`src/rtl/vga_sync_receiver.sv`:
```
// vga_sync_receiver: strobe-sampled VGA timing monitor.
// Recovers pixel coordinates from hsync/vsync, checks line and frame lengths,
// locks after LOCK_FRAMES consecutive good frames and sums the visible colour
// of every complete locked frame.
module vga_sync_receiver #(
   parameter int H_ACTIVE        = 640,
   parameter int H_FP            = 16,
   parameter int H_SYNC          = 96,
   parameter int H_BP            = 48,
   parameter int V_ACTIVE        = 480,
   parameter int V_FP            = 10,
   parameter int V_SYNC          = 2,
   parameter int V_BP            = 33,
   parameter bit SYNC_ACTIVE_LOW = 1'b1,
   parameter int LOCK_FRAMES     = 2
) (
   input  logic        i_clk,
   input  logic        i_reset,
   input  logic        i_pix_en,
   input  logic        i_hsync,
   input  logic        i_vsync,
   input  logic [11:0] i_rgb,
   input  logic        i_err_clr,
   output logic [9:0]  o_x,
   output logic [8:0]  o_y,
   output logic        o_active,
   output logic        o_locked,
   output logic        o_frame_start,
   output logic        o_h_err,
   output logic        o_v_err,
   output logic [15:0] o_frame_sum,
   output logic        o_frame_sum_valid
);

   localparam int          H_TOTAL = H_ACTIVE + H_FP + H_SYNC + H_BP;
   localparam int          V_TOTAL = V_ACTIVE + V_FP + V_SYNC + V_BP;
   localparam logic [9:0]  H_LAST  = 10'(H_TOTAL - 1);
   localparam logic [9:0]  H_START = 10'(H_SYNC + H_BP);
   localparam logic [9:0]  H_END   = 10'(H_SYNC + H_BP + H_ACTIVE);
   localparam logic [9:0]  V_START = 10'(V_SYNC + V_BP);
   localparam logic [9:0]  V_END   = 10'(V_SYNC + V_BP + V_ACTIVE);
   localparam logic [10:0] V_LEN   = 11'(V_TOTAL);
   localparam logic [3:0]  LOCK_N  = 4'(LOCK_FRAMES);
   localparam logic [9:0]  CNT_MAX = 10'd1023;

   typedef enum logic [1:0] {
      SEARCH  = 2'd0,
      ACQUIRE = 2'd1,
      LOCKED  = 2'd2
   } state_t;

   state_t      r_state;
   logic [9:0]  r_h_cnt;
   logic [9:0]  r_v_cnt;
   logic        r_hs_prev;
   logic        r_vs_prev;
   logic        r_bad_line;
   logic [3:0]  r_good_cnt;
   logic [15:0] r_acc;

   logic        w_hs_lvl;
   logic        w_vs_lvl;
   logic        w_hs_start;
   logic        w_vs_start;
   logic [9:0]  w_h_nxt;
   logic [9:0]  w_v_nxt;
   logic [10:0] w_v_len;
   logic        w_line_bad;
   logic        w_frame_good;
   logic        w_active;
   logic [15:0] w_acc_nxt;
   logic [3:0]  w_good_inc;

   // Edge detection, next counter values and line/frame judgements for the current strobe
   always_comb begin
      w_hs_lvl   = SYNC_ACTIVE_LOW ? ~i_hsync : i_hsync;
      w_vs_lvl   = SYNC_ACTIVE_LOW ? ~i_vsync : i_vsync;
      w_hs_start = w_hs_lvl & ~r_hs_prev;
      w_vs_start = w_vs_lvl & ~r_vs_prev;

      if (w_hs_start)
         w_h_nxt = '0;
      else if (r_h_cnt == CNT_MAX)
         w_h_nxt = r_h_cnt;
      else
         w_h_nxt = r_h_cnt + 10'd1;

      // vsync edge overrides the line increment when both land on one strobe
      if (w_vs_start)
         w_v_nxt = '0;
      else if (w_hs_start && (r_v_cnt != CNT_MAX))
         w_v_nxt = r_v_cnt + 10'd1;
      else
         w_v_nxt = r_v_cnt;

      // The line closed by a simultaneous hsync edge counts toward the frame length
      w_v_len      = {1'b0, r_v_cnt} + {10'd0, w_hs_start};
      w_line_bad   = (r_state != SEARCH) && w_hs_start && (r_h_cnt != H_LAST);
      w_frame_good = (w_v_len == V_LEN) && !r_bad_line && !w_line_bad;

      w_active   = (r_state == LOCKED) &&
                   (w_h_nxt >= H_START) && (w_h_nxt < H_END) &&
                   (w_v_nxt >= V_START) && (w_v_nxt < V_END);
      w_acc_nxt  = r_acc + (w_active ? {4'd0, i_rgb} : 16'd0);
      w_good_inc = r_good_cnt + 4'd1;
   end

   // Strobe-gated counters, lock FSM, sticky errors, coordinates and checksum
   always_ff @(posedge i_clk) begin
      if (!i_reset) begin
         r_state           <= SEARCH;
         r_h_cnt           <= '0;
         r_v_cnt           <= '0;
         r_hs_prev         <= 1'b0;
         r_vs_prev         <= 1'b0;
         r_bad_line        <= 1'b0;
         r_good_cnt        <= '0;
         r_acc             <= '0;
         o_x               <= '0;
         o_y               <= '0;
         o_active          <= 1'b0;
         o_locked          <= 1'b0;
         o_frame_start     <= 1'b0;
         o_h_err           <= 1'b0;
         o_v_err           <= 1'b0;
         o_frame_sum       <= '0;
         o_frame_sum_valid <= 1'b0;
      end else begin
         o_frame_start     <= 1'b0;
         o_frame_sum_valid <= 1'b0;
         if (i_pix_en) begin
            r_hs_prev     <= w_hs_lvl;
            r_vs_prev     <= w_vs_lvl;
            r_h_cnt       <= w_h_nxt;
            r_v_cnt       <= w_v_nxt;
            r_acc         <= w_acc_nxt;
            o_active      <= w_active;
            o_x           <= w_active ? (w_h_nxt - H_START) : '0;
            o_y           <= w_active ? 9'(w_v_nxt - V_START) : '0;
            o_frame_start <= w_vs_start;

            // Clear first so an error detected on the same strobe wins
            if (i_err_clr) begin
               o_h_err <= 1'b0;
               o_v_err <= 1'b0;
            end
            if (w_line_bad)
               r_bad_line <= 1'b1;

            case (r_state)
               SEARCH: begin
                  if (w_vs_start) begin
                     r_good_cnt <= '0;
                     r_state    <= ACQUIRE;
                  end
               end
               ACQUIRE: begin
                  if (w_vs_start) begin
                     if (!w_frame_good) begin
                        r_good_cnt <= '0;
                     end else begin
                        r_good_cnt <= w_good_inc;
                        if (w_good_inc >= LOCK_N) begin
                           r_state  <= LOCKED;
                           o_locked <= 1'b1;
                        end
                     end
                  end
               end
               LOCKED: begin
                  if (w_line_bad)
                     o_h_err <= 1'b1;
                  if (w_vs_start && !w_frame_good)
                     o_v_err <= 1'b1;
                  if (w_line_bad || (w_vs_start && !w_frame_good)) begin
                     r_state  <= SEARCH;
                     o_locked <= 1'b0;
                  end else if (w_vs_start) begin
                     o_frame_sum       <= w_acc_nxt;
                     o_frame_sum_valid <= 1'b1;
                  end
               end
               default: begin
                  r_state  <= SEARCH;
                  o_locked <= 1'b0;
               end
            endcase

            // Every frame boundary starts a fresh accumulation and bad-line history
            if (w_vs_start) begin
               r_acc      <= '0;
               r_bad_line <= 1'b0;
            end
         end
      end
   end

endmodule
```
`config.mk`:
```
export PLATFORM = sky130hd
export DESIGN_NAME = vga_sync_receiver
export DESIGN_NICKNAME = d
export VERILOG_FILES = /design/src/rtl/vga_sync_receiver.sv
export SDC_FILE = /design/constraint.sdc
export NUM_CORES = 1
export LEC_CHECK = 0
export ABC_CLOCK_PERIOD_IN_PS = 17500
export BUFFER_PORTS_ARGS = -buffer_cell sky130_fd_sc_hd__buf_2
export CORE_UTILIZATION = 64
export CTS_CLUSTER_SIZE = 30
export DETAILED_ROUTE_END_ITERATION = 8
export PLACE_DENSITY = 0.95
export SYNTH_ARGS = -nofsm -noshare
export SYNTH_HDL_FRONTEND = slang
export SYNTH_SLANG_ARGS = --single-unit
```
`constraint.sdc`:
```
create_clock -name i_clk -period 17.5 [get_ports i_clk]
set_input_delay 5.25 -clock i_clk [delete_from_list [all_inputs] [get_ports i_clk]]
set_output_delay 5.25 -clock i_clk [all_outputs]
set_load 0.05 [all_outputs]
```
==> results.cfg <==
[pwr]
pwr-share-clk_pct = 40.3
pwr-share-comb_pct = 6.5
power.density_nw_per_um2 = 65.5
p_int_mw = 0.275
netSwitchingFraction_pct = 26.3
ir_drop_mv = 0.0434
seq_power_share_pct = 53.2
p_leak_nw = 2.25
switching_power_mw = 0.0981

[route]
drtIter0Drc = 355
routed_via_density = 6.50
m1WireLength_um = 5560
via_count = 5133
highest_layer = met4
wl_per_cell_um = 17.4
met2_wirelength_um = 6790
met3_length_um = 1050
drcViolationCount = 0
dr.pass1.iters = 7
antenna_left = 0
wirelength_um = 13800

[timing]
fin_crit_ns = 9.94
maxSlewHeadroom_pct = 15.0
setup-violations-final = 0
setup_tns_ns = 0
finalMaxSlewViolations = 0
timing.final.ws_setup_ns = 7.56
hold_viol = 0
fmax_ghz = 0.101
post-route-period-util_pct = 56.8
finClkSkew_ns = 0.0104
rsz0062_at_grt = no
worst_slew_pin_slew_ns = 1.26

[run_status]
status = complete, no violations

[run]
drv_cap = 0

[finish]
utilization_pct = 72.9
area_growth_pct = 8.49
antenna_cells = 0
fillers = 635
fin_nets = 723
drive_gt1_share_pct = 15.6

[die]
die_h_um = 92.5
core-area_um2 = 7810
io_pins = 59
die_w_um = 92.5
die-area_um2 = 8560
start_util_pct = 67.2
rows = 32

[grt]
antenna_found_initial = 0
track_usage_pct = 32.5
grt_pass1_vias = 4810
overflow = 0
grt_first_pass_wirelength_um = 22400
grt_max_degree = 51

[setup_path]
cp_slowest_stage_delay_ns = 1.03
r2r_setup_slack_ns = 11.72
critPathArrivalTime_ns = 10.22
critPathSlowestCell = o41ai_2
cp.required_ns = 17.78
crit_path_end_kind = flop
critPathLaunchType = primary input
cp_top_family = compound AO/OA/AOI/OAI gates
crit_fanout = 13
crit_type = primary input to flop
crit_top_cell = nor2_1
crit_buf_inv = 3
path_cells = buf_2, or2_1, inv_2, nor2_1, o21ai_0, inv_1, ha_1, a21boi_1, a41oi_1, o41ai_2, nand4_1, nor2_1, ha_1, a21oi_1, nor2_1, o311a_1, o2111ai_1, a21boi_0, xnor2_1, a211oi_1

[yosys]
ys_seq_area_share_pct = 32.8
ys_top_cells_by_count = dfxtp_1 (86), nor2_1 (78), nand2_1 (67)
yosys_most_used_dff = dfxtp_1
yosysMostFrequentCell = dfxtp_1
synth_top_cell_area_share_pct = 32.8
syn-num-nets = 697
synth.distinct_cells = 73
synth_warnings = 0
syn_area_per_cell_um2 = 7.98
netlist_area_um2 = 5250
async_flop_share_pct = 0
synth-seq-cells = 86
yosysTopAreaCell = dfxtp_1
synth-edff-count = 0
synth_area_leaders = dfxtp_1 (33%), nor2_1 (5.6%), ha_1 (5.0%)
netlist_instances = 657

[worst_hold_path]
min_path_type = flop to flop

[cts]
cts_hold_buf = 0
cts_tree = done
cts-buffers-inserted = 9
cts_sinks = 86
h-tree-depth = 3
cts-resized-gates = 0
clock_latency_ns = 0.36
path_clk_slew_ns = 0.09
cts-root-buf = clkbuf_8
postCtsSetupBuffers = 0
clockBufferDepth = 2

[placed_design]
post-place-ws_ns = 7.39
dp.final_hpwl_um = 9700
io_buffers = 58
finalWeightedCongestion = 0.931
## state kept, by name (all words and copies together), names as in the netlist
name and cells:
r_v_cnt 10, r_acc 16, o_h_err 1, o_locked 1, o_frame_sum 16, o_y 9, r_state 2, o_frame_sum_valid 1
r_bad_line 1, o_frame_start 1, r_good_cnt 4, r_h_cnt 10, r_vs_prev 1, o_v_err 1, r_hs_prev 1, o_x 10
o_active 1
## final cells by class
| type | instances | area [um^2] | area share, % |
|---|---|---|---|
| Inverter | 18 | 67.6 | 1.19 |
| Timing Repair Buffer | 63 | 328 | 5.76 |
| Sequential cell | 86 | 1720 | 30.3 |
| Clock buffer | 10 | 138 | 2.42 |
| Tap cell | 102 | 128 | 2.24 |
| Clock inverter | 6 | 68.8 | 1.21 |
| Multi-Input combinational cell | 505 | 3240 | 56.9 |
## power groups by stage
stage	sequential (mW)	clock [mW]	combinational, mW
finish	0.198	0.150	0.0243
global route	0.199	0.160	0.0262
CTS	0.198	0.151	0.0237
detailed placement	0.203	0	0.0235
global placement	0.203	0	0.0230
floorplan	0.203	0	0.0164
## worst min-delay path, delay by kind of cell (launching register included)
| family | cells | cell delay, ns |
|---|---|---|
| flops | 1 | 0.33 |
| compound gates | 1 | 0.05 |
| simple gates | 1 | 0.05 |
## cells in the final DEF (no fill, tap or decap), types with 10 or more instances in the layout
master	count
xor2_1	10
clkbuf_8	10
xnor2_1	18
buf_2	58
nor2_1	78
inv_1	16
and3_1	10
nand2_1	67
nand3_1	25
o31ai_1	16
a21oi_1	45
and2_1	11
o21ai_0	22
nand4_1	20
dfxtp_1	86
mux2i_1	17
ha_1	21
## final timing paths
check                           from                            to  depth (start not counted)
min reg2reg      o_x[0]$_SDFFE_PN0P_           o_x[0]$_SDFFE_PN0P_                          2
max                          i_hsync  o_frame_sum[13]$_SDFFE_PN0P_                         20
min              o_x[0]$_SDFFE_PN0P_           o_x[0]$_SDFFE_PN0P_                          2
max reg2reg  r_h_cnt[0]$_SDFFE_PN0P_  o_frame_sum[13]$_SDFFE_PN0P_                         19
## per-stage QoR
stage	cell area (um^2)	std cells	hold WS (ns)	power [mW]
final	5690	790	0.454	0.373
after floorplan	5250	657	0.445	0.219
after global routing	5690	790	0.478	0.385
after CTS	5690	790	0.457	0.373
after detailed placement	5480	774	0.437	0.226
after global placement	5480	774	0.430	0.226
## cells by family after synthesis
logic type | share of synthesized area, %
AO/OA/AOI/OAI | 21.6
XOR/XNOR | 4.68
adder cells (fa/ha/maj) | 5.39
buffers and inverters | 5.42
flip-flops | 32.8
multiplexers | 4.10
AND/OR/NAND/NOR | 26.0
## metal layers
layer | GRT usage (%) | vias up
li1 | - | 2427
met1 | 39.1 | 2393
met2 | 57.5 | 272
met3 | 4.27 | 41
met4 | 14.6 | 0
met5 | 0 | -
(Power assumes the default switching activity.)
